File: src/rtl/vid_timing_gen.sv
// Video timing and test-pattern source. A run-time configurable raster
// (blanking + active region) is swept by h/v counters; every output is a
// register decoded from the counters' next values, so no input reaches an
// output combinationally. New configuration only takes effect at a start or
// at a frame boundary, so a frame is never torn by a mid-frame update.
//
// Handshake note: this block has no valid/ready pairs. lval/fval qualify
// pix_x/pix_y/pix_data on every cycle where en=1; en=0 freezes everything,
// so a downstream sink must qualify with en as well.
module vid_timing_gen #(
  parameter int CNT_W    = 12,
  parameter int PIX_W    = 12,
  parameter int FCNT_W   = 16,
  parameter int CHK_SH   = 3,
  parameter int DEF_HACT = 1920,
  parameter int DEF_HBP  = 50,
  parameter int DEF_HFP  = 50,
  parameter int DEF_VACT = 1080,
  parameter int DEF_VBP  = 5,
  parameter int DEF_VFP  = 5
) (
  input  logic              pixclk,
  input  logic              rst,
  input  logic              en,
  input  logic              start,
  input  logic              stop,
  input  logic              single,
  input  logic [1:0]        pat_mode,
  input  logic [CNT_W-1:0]  cfg_hact,
  input  logic [CNT_W-1:0]  cfg_hbp,
  input  logic [CNT_W-1:0]  cfg_hfp,
  input  logic [CNT_W-1:0]  cfg_vact,
  input  logic [CNT_W-1:0]  cfg_vbp,
  input  logic [CNT_W-1:0]  cfg_vfp,
  output logic              lval,
  output logic              fval,
  output logic              sof,
  output logic              eol,
  output logic              eof,
  output logic [CNT_W-1:0]  pix_x,
  output logic [CNT_W-1:0]  pix_y,
  output logic [PIX_W-1:0]  pix_data,
  output logic [FCNT_W-1:0] frm_cnt,
  output logic              busy,
  output logic              cfg_err,
  output logic              state_dbg
);

  // Totals need two extra bits: three CNT_W-wide terms can reach 3*(2**CNT_W - 1).
  localparam int SW = CNT_W + 2;
  localparam logic [SW-1:0] CNT_LIM = SW'(1) << CNT_W;

  typedef enum logic {S_IDLE = 1'b0, S_RUN = 1'b1} state_t;

  state_t state, state_nxt;

  logic [CNT_W-1:0]  hcnt, vcnt, hcnt_n, vcnt_n;
  logic [CNT_W-1:0]  sh_hact, sh_hbp, sh_hfp, sh_vact, sh_vbp, sh_vfp;
  logic [CNT_W-1:0]  sh_hact_n, sh_hbp_n, sh_hfp_n, sh_vact_n, sh_vbp_n, sh_vfp_n;
  logic [1:0]        sh_pat, sh_pat_n;
  logic              sh_single, sh_single_n;
  logic              stop_pend, stop_pend_n;
  logic [FCNT_W-1:0] frm_cnt_n;
  logic              cfg_err_n;

  logic              lval_n, fval_n, sof_n, eol_n, eof_n, busy_n;
  logic [CNT_W-1:0]  pix_x_n, pix_y_n;
  logic [PIX_W-1:0]  pix_data_n;

  logic [SW-1:0]     ht, vt, in_ht, in_vt;
  logic              cfg_ok_in, h_last, v_last, frame_end, end_run;

  function automatic logic [SW-1:0] ext(input logic [CNT_W-1:0] v);
    return {2'b00, v};
  endfunction

  assign ht        = ext(sh_hbp) + ext(sh_hact) + ext(sh_hfp);
  assign vt        = ext(sh_vbp) + ext(sh_vact) + ext(sh_vfp);
  assign in_ht     = ext(cfg_hbp) + ext(cfg_hact) + ext(cfg_hfp);
  assign in_vt     = ext(cfg_vbp) + ext(cfg_vact) + ext(cfg_vfp);
  assign cfg_ok_in = (cfg_hact != '0) && (cfg_vact != '0) &&
                     (in_ht <= CNT_LIM) && (in_vt <= CNT_LIM);
  assign h_last    = (ext(hcnt) == ht - SW'(1));
  assign v_last    = (ext(vcnt) == vt - SW'(1));
  assign frame_end = (state == S_RUN) && h_last && v_last;
  // A stop arriving on the frame-end cycle still ends this frame.
  assign end_run   = sh_single | stop_pend | stop;
  assign state_dbg = (state == S_RUN);

  // State register; en=0 freezes the FSM.
  always_ff @(posedge pixclk or posedge rst) begin
    if (rst)     state <= S_IDLE;
    else if (en) state <= state_nxt;
  end

  // Next-state: accept a start only with a legal config; leave RUN at frame end when asked.
  always_comb begin
    state_nxt = state;
    case (state)
      S_IDLE:  if (start && cfg_ok_in) state_nxt = S_RUN;
      S_RUN:   if (frame_end && end_run) state_nxt = S_IDLE;
      default: state_nxt = S_IDLE;
    endcase
  end

  // Next counters, shadow config, frame count and error flag.
  always_comb begin
    hcnt_n      = hcnt;
    vcnt_n      = vcnt;
    sh_hact_n   = sh_hact;
    sh_hbp_n    = sh_hbp;
    sh_hfp_n    = sh_hfp;
    sh_vact_n   = sh_vact;
    sh_vbp_n    = sh_vbp;
    sh_vfp_n    = sh_vfp;
    sh_pat_n    = sh_pat;
    sh_single_n = sh_single;
    stop_pend_n = stop_pend;
    frm_cnt_n   = frm_cnt;
    cfg_err_n   = cfg_err;
    case (state)
      S_IDLE: begin
        hcnt_n = '0;
        vcnt_n = '0;
        if (start) begin
          if (cfg_ok_in) begin
            sh_hact_n   = cfg_hact;
            sh_hbp_n    = cfg_hbp;
            sh_hfp_n    = cfg_hfp;
            sh_vact_n   = cfg_vact;
            sh_vbp_n    = cfg_vbp;
            sh_vfp_n    = cfg_vfp;
            sh_pat_n    = pat_mode;
            sh_single_n = single;
            cfg_err_n   = 1'b0;
            stop_pend_n = 1'b0;
          end else begin
            cfg_err_n = 1'b1;
          end
        end
      end
      S_RUN: begin
        if (stop) stop_pend_n = 1'b1;
        if (frame_end) begin
          hcnt_n    = '0;
          vcnt_n    = '0;
          frm_cnt_n = frm_cnt + FCNT_W'(1);
          if (end_run) begin
            stop_pend_n = 1'b0;
          end else if (cfg_ok_in) begin
            sh_hact_n = cfg_hact;
            sh_hbp_n  = cfg_hbp;
            sh_hfp_n  = cfg_hfp;
            sh_vact_n = cfg_vact;
            sh_vbp_n  = cfg_vbp;
            sh_vfp_n  = cfg_vfp;
            sh_pat_n  = pat_mode;
          end else begin
            cfg_err_n = 1'b1;
          end
        end else if (h_last) begin
          hcnt_n = '0;
          vcnt_n = vcnt + CNT_W'(1);
        end else begin
          hcnt_n = hcnt + CNT_W'(1);
        end
      end
      default: ;
    endcase
  end

  // Output decode from the next counter/shadow values so outputs line up with the counters.
  always_comb begin
    busy_n     = (state_nxt == S_RUN);
    fval_n     = busy_n && (ext(vcnt_n) >= ext(sh_vbp_n)) &&
                 (ext(vcnt_n) < ext(sh_vbp_n) + ext(sh_vact_n));
    lval_n     = fval_n && (ext(hcnt_n) >= ext(sh_hbp_n)) &&
                 (ext(hcnt_n) < ext(sh_hbp_n) + ext(sh_hact_n));
    pix_x_n    = lval_n ? hcnt_n - sh_hbp_n : '0;
    pix_y_n    = lval_n ? vcnt_n - sh_vbp_n : '0;
    sof_n      = lval_n && (pix_x_n == '0) && (pix_y_n == '0);
    eol_n      = lval_n && (pix_x_n == sh_hact_n - CNT_W'(1));
    eof_n      = eol_n && (pix_y_n == sh_vact_n - CNT_W'(1));
    pix_data_n = '0;
    if (lval_n) begin
      case (sh_pat_n)
        2'd1:    pix_data_n = PIX_W'(pix_x_n);
        2'd2:    pix_data_n = PIX_W'(pix_y_n);
        2'd3:    pix_data_n = {PIX_W{pix_x_n[CHK_SH] ^ pix_y_n[CHK_SH] ^ frm_cnt_n[0]}};
        default: pix_data_n = '0;
      endcase
    end
  end

  // Datapath and output registers; en=0 holds every one of them, strobes included.
  always_ff @(posedge pixclk or posedge rst) begin
    if (rst) begin
      hcnt      <= '0;
      vcnt      <= '0;
      sh_hact   <= CNT_W'(DEF_HACT);
      sh_hbp    <= CNT_W'(DEF_HBP);
      sh_hfp    <= CNT_W'(DEF_HFP);
      sh_vact   <= CNT_W'(DEF_VACT);
      sh_vbp    <= CNT_W'(DEF_VBP);
      sh_vfp    <= CNT_W'(DEF_VFP);
      sh_pat    <= 2'd0;
      sh_single <= 1'b0;
      stop_pend <= 1'b0;
      frm_cnt   <= '0;
      cfg_err   <= 1'b0;
      lval      <= 1'b0;
      fval      <= 1'b0;
      sof       <= 1'b0;
      eol       <= 1'b0;
      eof       <= 1'b0;
      pix_x     <= '0;
      pix_y     <= '0;
      pix_data  <= '0;
      busy      <= 1'b0;
    end else if (en) begin
      hcnt      <= hcnt_n;
      vcnt      <= vcnt_n;
      sh_hact   <= sh_hact_n;
      sh_hbp    <= sh_hbp_n;
      sh_hfp    <= sh_hfp_n;
      sh_vact   <= sh_vact_n;
      sh_vbp    <= sh_vbp_n;
      sh_vfp    <= sh_vfp_n;
      sh_pat    <= sh_pat_n;
      sh_single <= sh_single_n;
      stop_pend <= stop_pend_n;
      frm_cnt   <= frm_cnt_n;
      cfg_err   <= cfg_err_n;
      lval      <= lval_n;
      fval      <= fval_n;
      sof       <= sof_n;
      eol       <= eol_n;
      eof       <= eof_n;
      pix_x     <= pix_x_n;
      pix_y     <= pix_y_n;
      pix_data  <= pix_data_n;
      busy      <= busy_n;
    end
  end

endmodule

File: config.mk
export PLATFORM = sky130hd
export DESIGN_NAME = vid_timing_gen
export DESIGN_NICKNAME = d
export VERILOG_FILES = /design/src/rtl/vid_timing_gen.sv
export SDC_FILE = /design/constraint.sdc
export NUM_CORES = 1
export LEC_CHECK = 0
export ABC_CLOCK_PERIOD_IN_PS = 8400
export BUFFER_PORTS_ARGS = -buffer_cell sky130_fd_sc_hd__buf_4
export CAP_MARGIN = 20
export CORE_MARGIN = 5
export CORE_UTILIZATION = 45
export CTS_CLUSTER_SIZE = 40
export DETAILED_ROUTE_END_ITERATION = 10
export PLACE_DENSITY = 0.62
export SYNTH_ARGS = -nofsm -noshare
export SYNTH_HDL_FRONTEND = slang
export SYNTH_SLANG_ARGS = --single-unit
File: constraint.sdc
create_clock -name pixclk -period 8.4 [get_ports pixclk]
set_clock_uncertainty 0.1 [all_clocks]
set_input_delay 0.84 -clock pixclk [delete_from_list [all_inputs] [get_ports pixclk]]
set_output_delay 0.84 -clock pixclk [all_outputs]
set_load 0.01 [all_outputs]
==> metrics.md <==
| Metric | Value |
|---|---|
| Die area | `38860 sq um` |
| DP Area | `19550 sq um` |
| P_leak | `10.26 nW` |
| Highest Clock Rate | `0.1132 GHz` |
| CP max-delay cell | `dfstp_2` |
| Synth area leader | `dfrtp_1` |
| Synth warn | `0` |
| Vias in the first global route | `15.35k` |
| Failing checks | `setup timing` |
| CTS Root Cell | `clkbuf_16` |
| Mapped Area | `15760 sq um` |
| IO Pins | `140` |
| Final Util | `62.00%` |
| Die height | `197.1 um` |
| P&R area growth vs syn | `35.92%` |
| Starting Density | `45.61%` |
| WS Path Type | `register to register` |
| Fin. Hold Viols | `0` |
| Non-filler cells, final | `2763` |
| Post-CTS Hold Buffers | `0` |
| Cells after Synth | `1840` |
| Antenna diode count | `0` |
| Clock Latency Late Sink | `0.46 ns` |
| Status | `finished with violations` |
| Design area | `21420 sq um` |
| CTS tree | `built` |
| Post-synthesis cell type count | `89` |
| CTS H-tree depth | `4` |
| Vias per inst | `5.540` |
| Post-DRT Antenna Nets | `0` |
| Final routed wire length divided by cell count | `19.22 um` |
| TNS Setup | `-3.938 ns` |
| Post-route total power | `10.93 mW` |
| Placed instance count | `2668` |
| Initial antenna violation count | `0` |
| Max clock buf depth | `2` |
| CTS Buf Count | `17` |
| Hold Path Class | `register to register` |
| Arrival @ worst endpoint | `9.11 ns` |
| Final wirelength | `53090 um` |
| Largest net degree at the start of global routing | `110` |
| Synthesis-stage register bit count | `159` |
| Iteration-0 DRC Markers | `1006` |
| Final Critical Period | `8.834 ns` |
| DR pass1 iterations | `5` |
| GP Congestion | `0.9455` |
| Grt total ovfl | `0` |
| CP Capture Type | `register` |
| Fin nets | `2576` |
| EDFF count, synth | `0` |
| Syn nets | `2121` |
| Via Count | `15.31k` |
| Final worst slack | `-0.4336 ns` |
| Max-slew violation count | `0` |
| Die Wd | `197.1 um` |
| Sequential area share after synthesis | `25.40%` |
| Max_cap viols | `0` |
| Max VDD drop | `0.0006646 V` |
| Row Count | `68` |
| Mapped Avg Cell Area | `8.563 sq um` |
| Worst Setup Slack post-DPL | `-0.8368 ns` |
| CP startpoint kind | `register` |
| DR DRC count | `0` |
| Slew margin rel. | `22.41%` |
| Synth top area cells | `dfrtp_1 (22%), ha_1 (12%), fa_1 (6.9%)` |
| Top cell type's share of synthesized area | `22.39%` |
| Worst Path Max Fanout | `7` |
| PwrDens | `510.2 nW/um^2` |
| Final setup fails | `14` |
| Gr usage total | `26.44%` |
| Slowest cell delay on critical path | `0.53 ns` |
| First-pass GRT wire length | `81630 um` |
| Final Cycle Share | `105.2%` |
| Core ar. | `34540 sq um` |
| Clock Pin Slew Worst Setup and Hold Paths | `0.07 ns` |
| Final HPWL DP | `41140 um` |
| Top_reg_cell synth | `dfrtp_1` |
| RSZ-0062 raised after global routing | `true` |
| Post-synthesis async set-or-reset flop share | `100.0%` |
| Req. time, crit path | `8.67 ns` |
| Layout cells sized above 1 | `32.24%` |
| Hold WS | `0.3830 ns` |
| IO Port Bufs | `139` |
| Worst Tran Pin Value | `1.158 ns` |
| # clock sinks | `159` |
-- cell usage after synthesis (all sizes together), types with 9 or more instances --
library cell,number
and2,9
xnor2,101
a211oi,17
fa,54
clkbuf,45
nor2b,16
a31oi,10
dfrtp,141
mux2i,30
o2bb2ai,12
o21a,10
o21bai,13
or3,14
a21oi,105
dfstp,18
nand4,26
inv,210
nand2b,21
buf,21
nor3,44
and3,18
nand2,144
nor4,19
o21ai,134
nand3,50
o22ai,16
nor3b,10
a21o,43
nor2,118
ha,147
o31ai,10
xor2,67
mux2,54
-- where the power goes --
part,switching (mW),internal (mW)
logic,4.65,4.32
registers,0.130,0.985
clock network,0.369,0.466
-- layer usage --
layer	GRT usage [%]	wire, um	vias to the layer above	part of all wire [%]
met5	0	0	-	0
met4	11.02	2489	0	4.7
li1	-	-	7324	-
met2	47.33	27090	423	51
met3	2.814	2185	125	4.1
met1	32.45	21330	7435	40
-- registers in the layout, summed over array words and instances (netlist names), 2 cells and up --
register  count
frm_cnt      16
hcnt         12
pix_data     12
pix_x        12
pix_y        12
sh_hact      12
sh_hbp       12
sh_hfp       12
sh_pat        2
sh_vact      12
sh_vbp       12
sh_vfp       12
vcnt         12
-- cell type report --
cell class / instances / area [sq um]
Clock buffer: 22 / 474.2
Tap cell: 455 / 569.3
Timing Repair Buffer: 502 / 4020
Fill cell: 3001 / 13130
Clock inverter: 10 / 126.4
Multi-Input combinational cell: 1404 / 11430
Sequential cell: 159 / 4001
Inverter: 211 / 797.0
-- kinds of logic after synthesis --
logic type | count (synthesis) | synth area share, %
multiplexers | 84 | 5.765
flip-flops | 159 | 25.40
adder cells (fa/ha/maj) | 201 | 18.53
buffers and inverters | 277 | 6.861
XOR/XNOR | 169 | 9.577
AND/OR/NAND/NOR | 518 | 16.41
AO/OA/AOI/OAI | 432 | 17.45
-- final timing paths --
kind / from / end / slack, ns / depth (start not counted)
setup reg to reg: sh_hbp[1] / eof / -0.43 / 41
hold reg to reg: fval / fval / 0.38 / 1
setup / recovery: sh_hbp[1] / eof / -0.43 / 41
hold / removal: fval / fval / 0.38 / 1
max in group asynchronous: rst / cfg_err / 6.32 / 3
min in group asynchronous: rst / sh_hbp[8] / 0.48 / 2
-- cells in the final DEF (no fill, tap or decap), types with 14 or more instances in the layout --
master     count
a21o_1        43
a21oi_1       77
a21oi_2       28
and3_1        16
buf_4        467
buf_6         23
clkbuf_16     21
dfrtp_1      141
dfstp_2       18
fa_1          50
ha_1         137
inv_1        201
mux2_2        54
mux2i_1       28
nand2_1      141
nand2b_1      18
nand3_1       41
nand4_1       26
nor2_1       116
nor2b_1       14
nor3_1        39
nor4_1        15
o21ai_0      109
o21ai_1       17
o22ai_1       14
xnor2_1       99
xor2_1        64
-- critical path, delay by kind of cell, from the launching register on --
family / cells / cell delay, ns
buffers and inverters: 8 / 0.71
multiplexers: 1 / 0.16
XOR/XNOR: 4 / 0.60
AO/OA/AOI/OAI: 14 / 2.61
flip-flops: 1 / 0.53
AND/OR/NAND/NOR: 8 / 2.24
adder cells (fa/ha/maj): 6 / 1.75
-- timing repair --
action	CTS	global route
gates cloned	0	4
gates resized for setup	38	112
pin swaps	45	65
endpoints found under the setup margin	40	41
setup buffers	39	25
No activity file was read; power rests on OpenSTA's default activity.
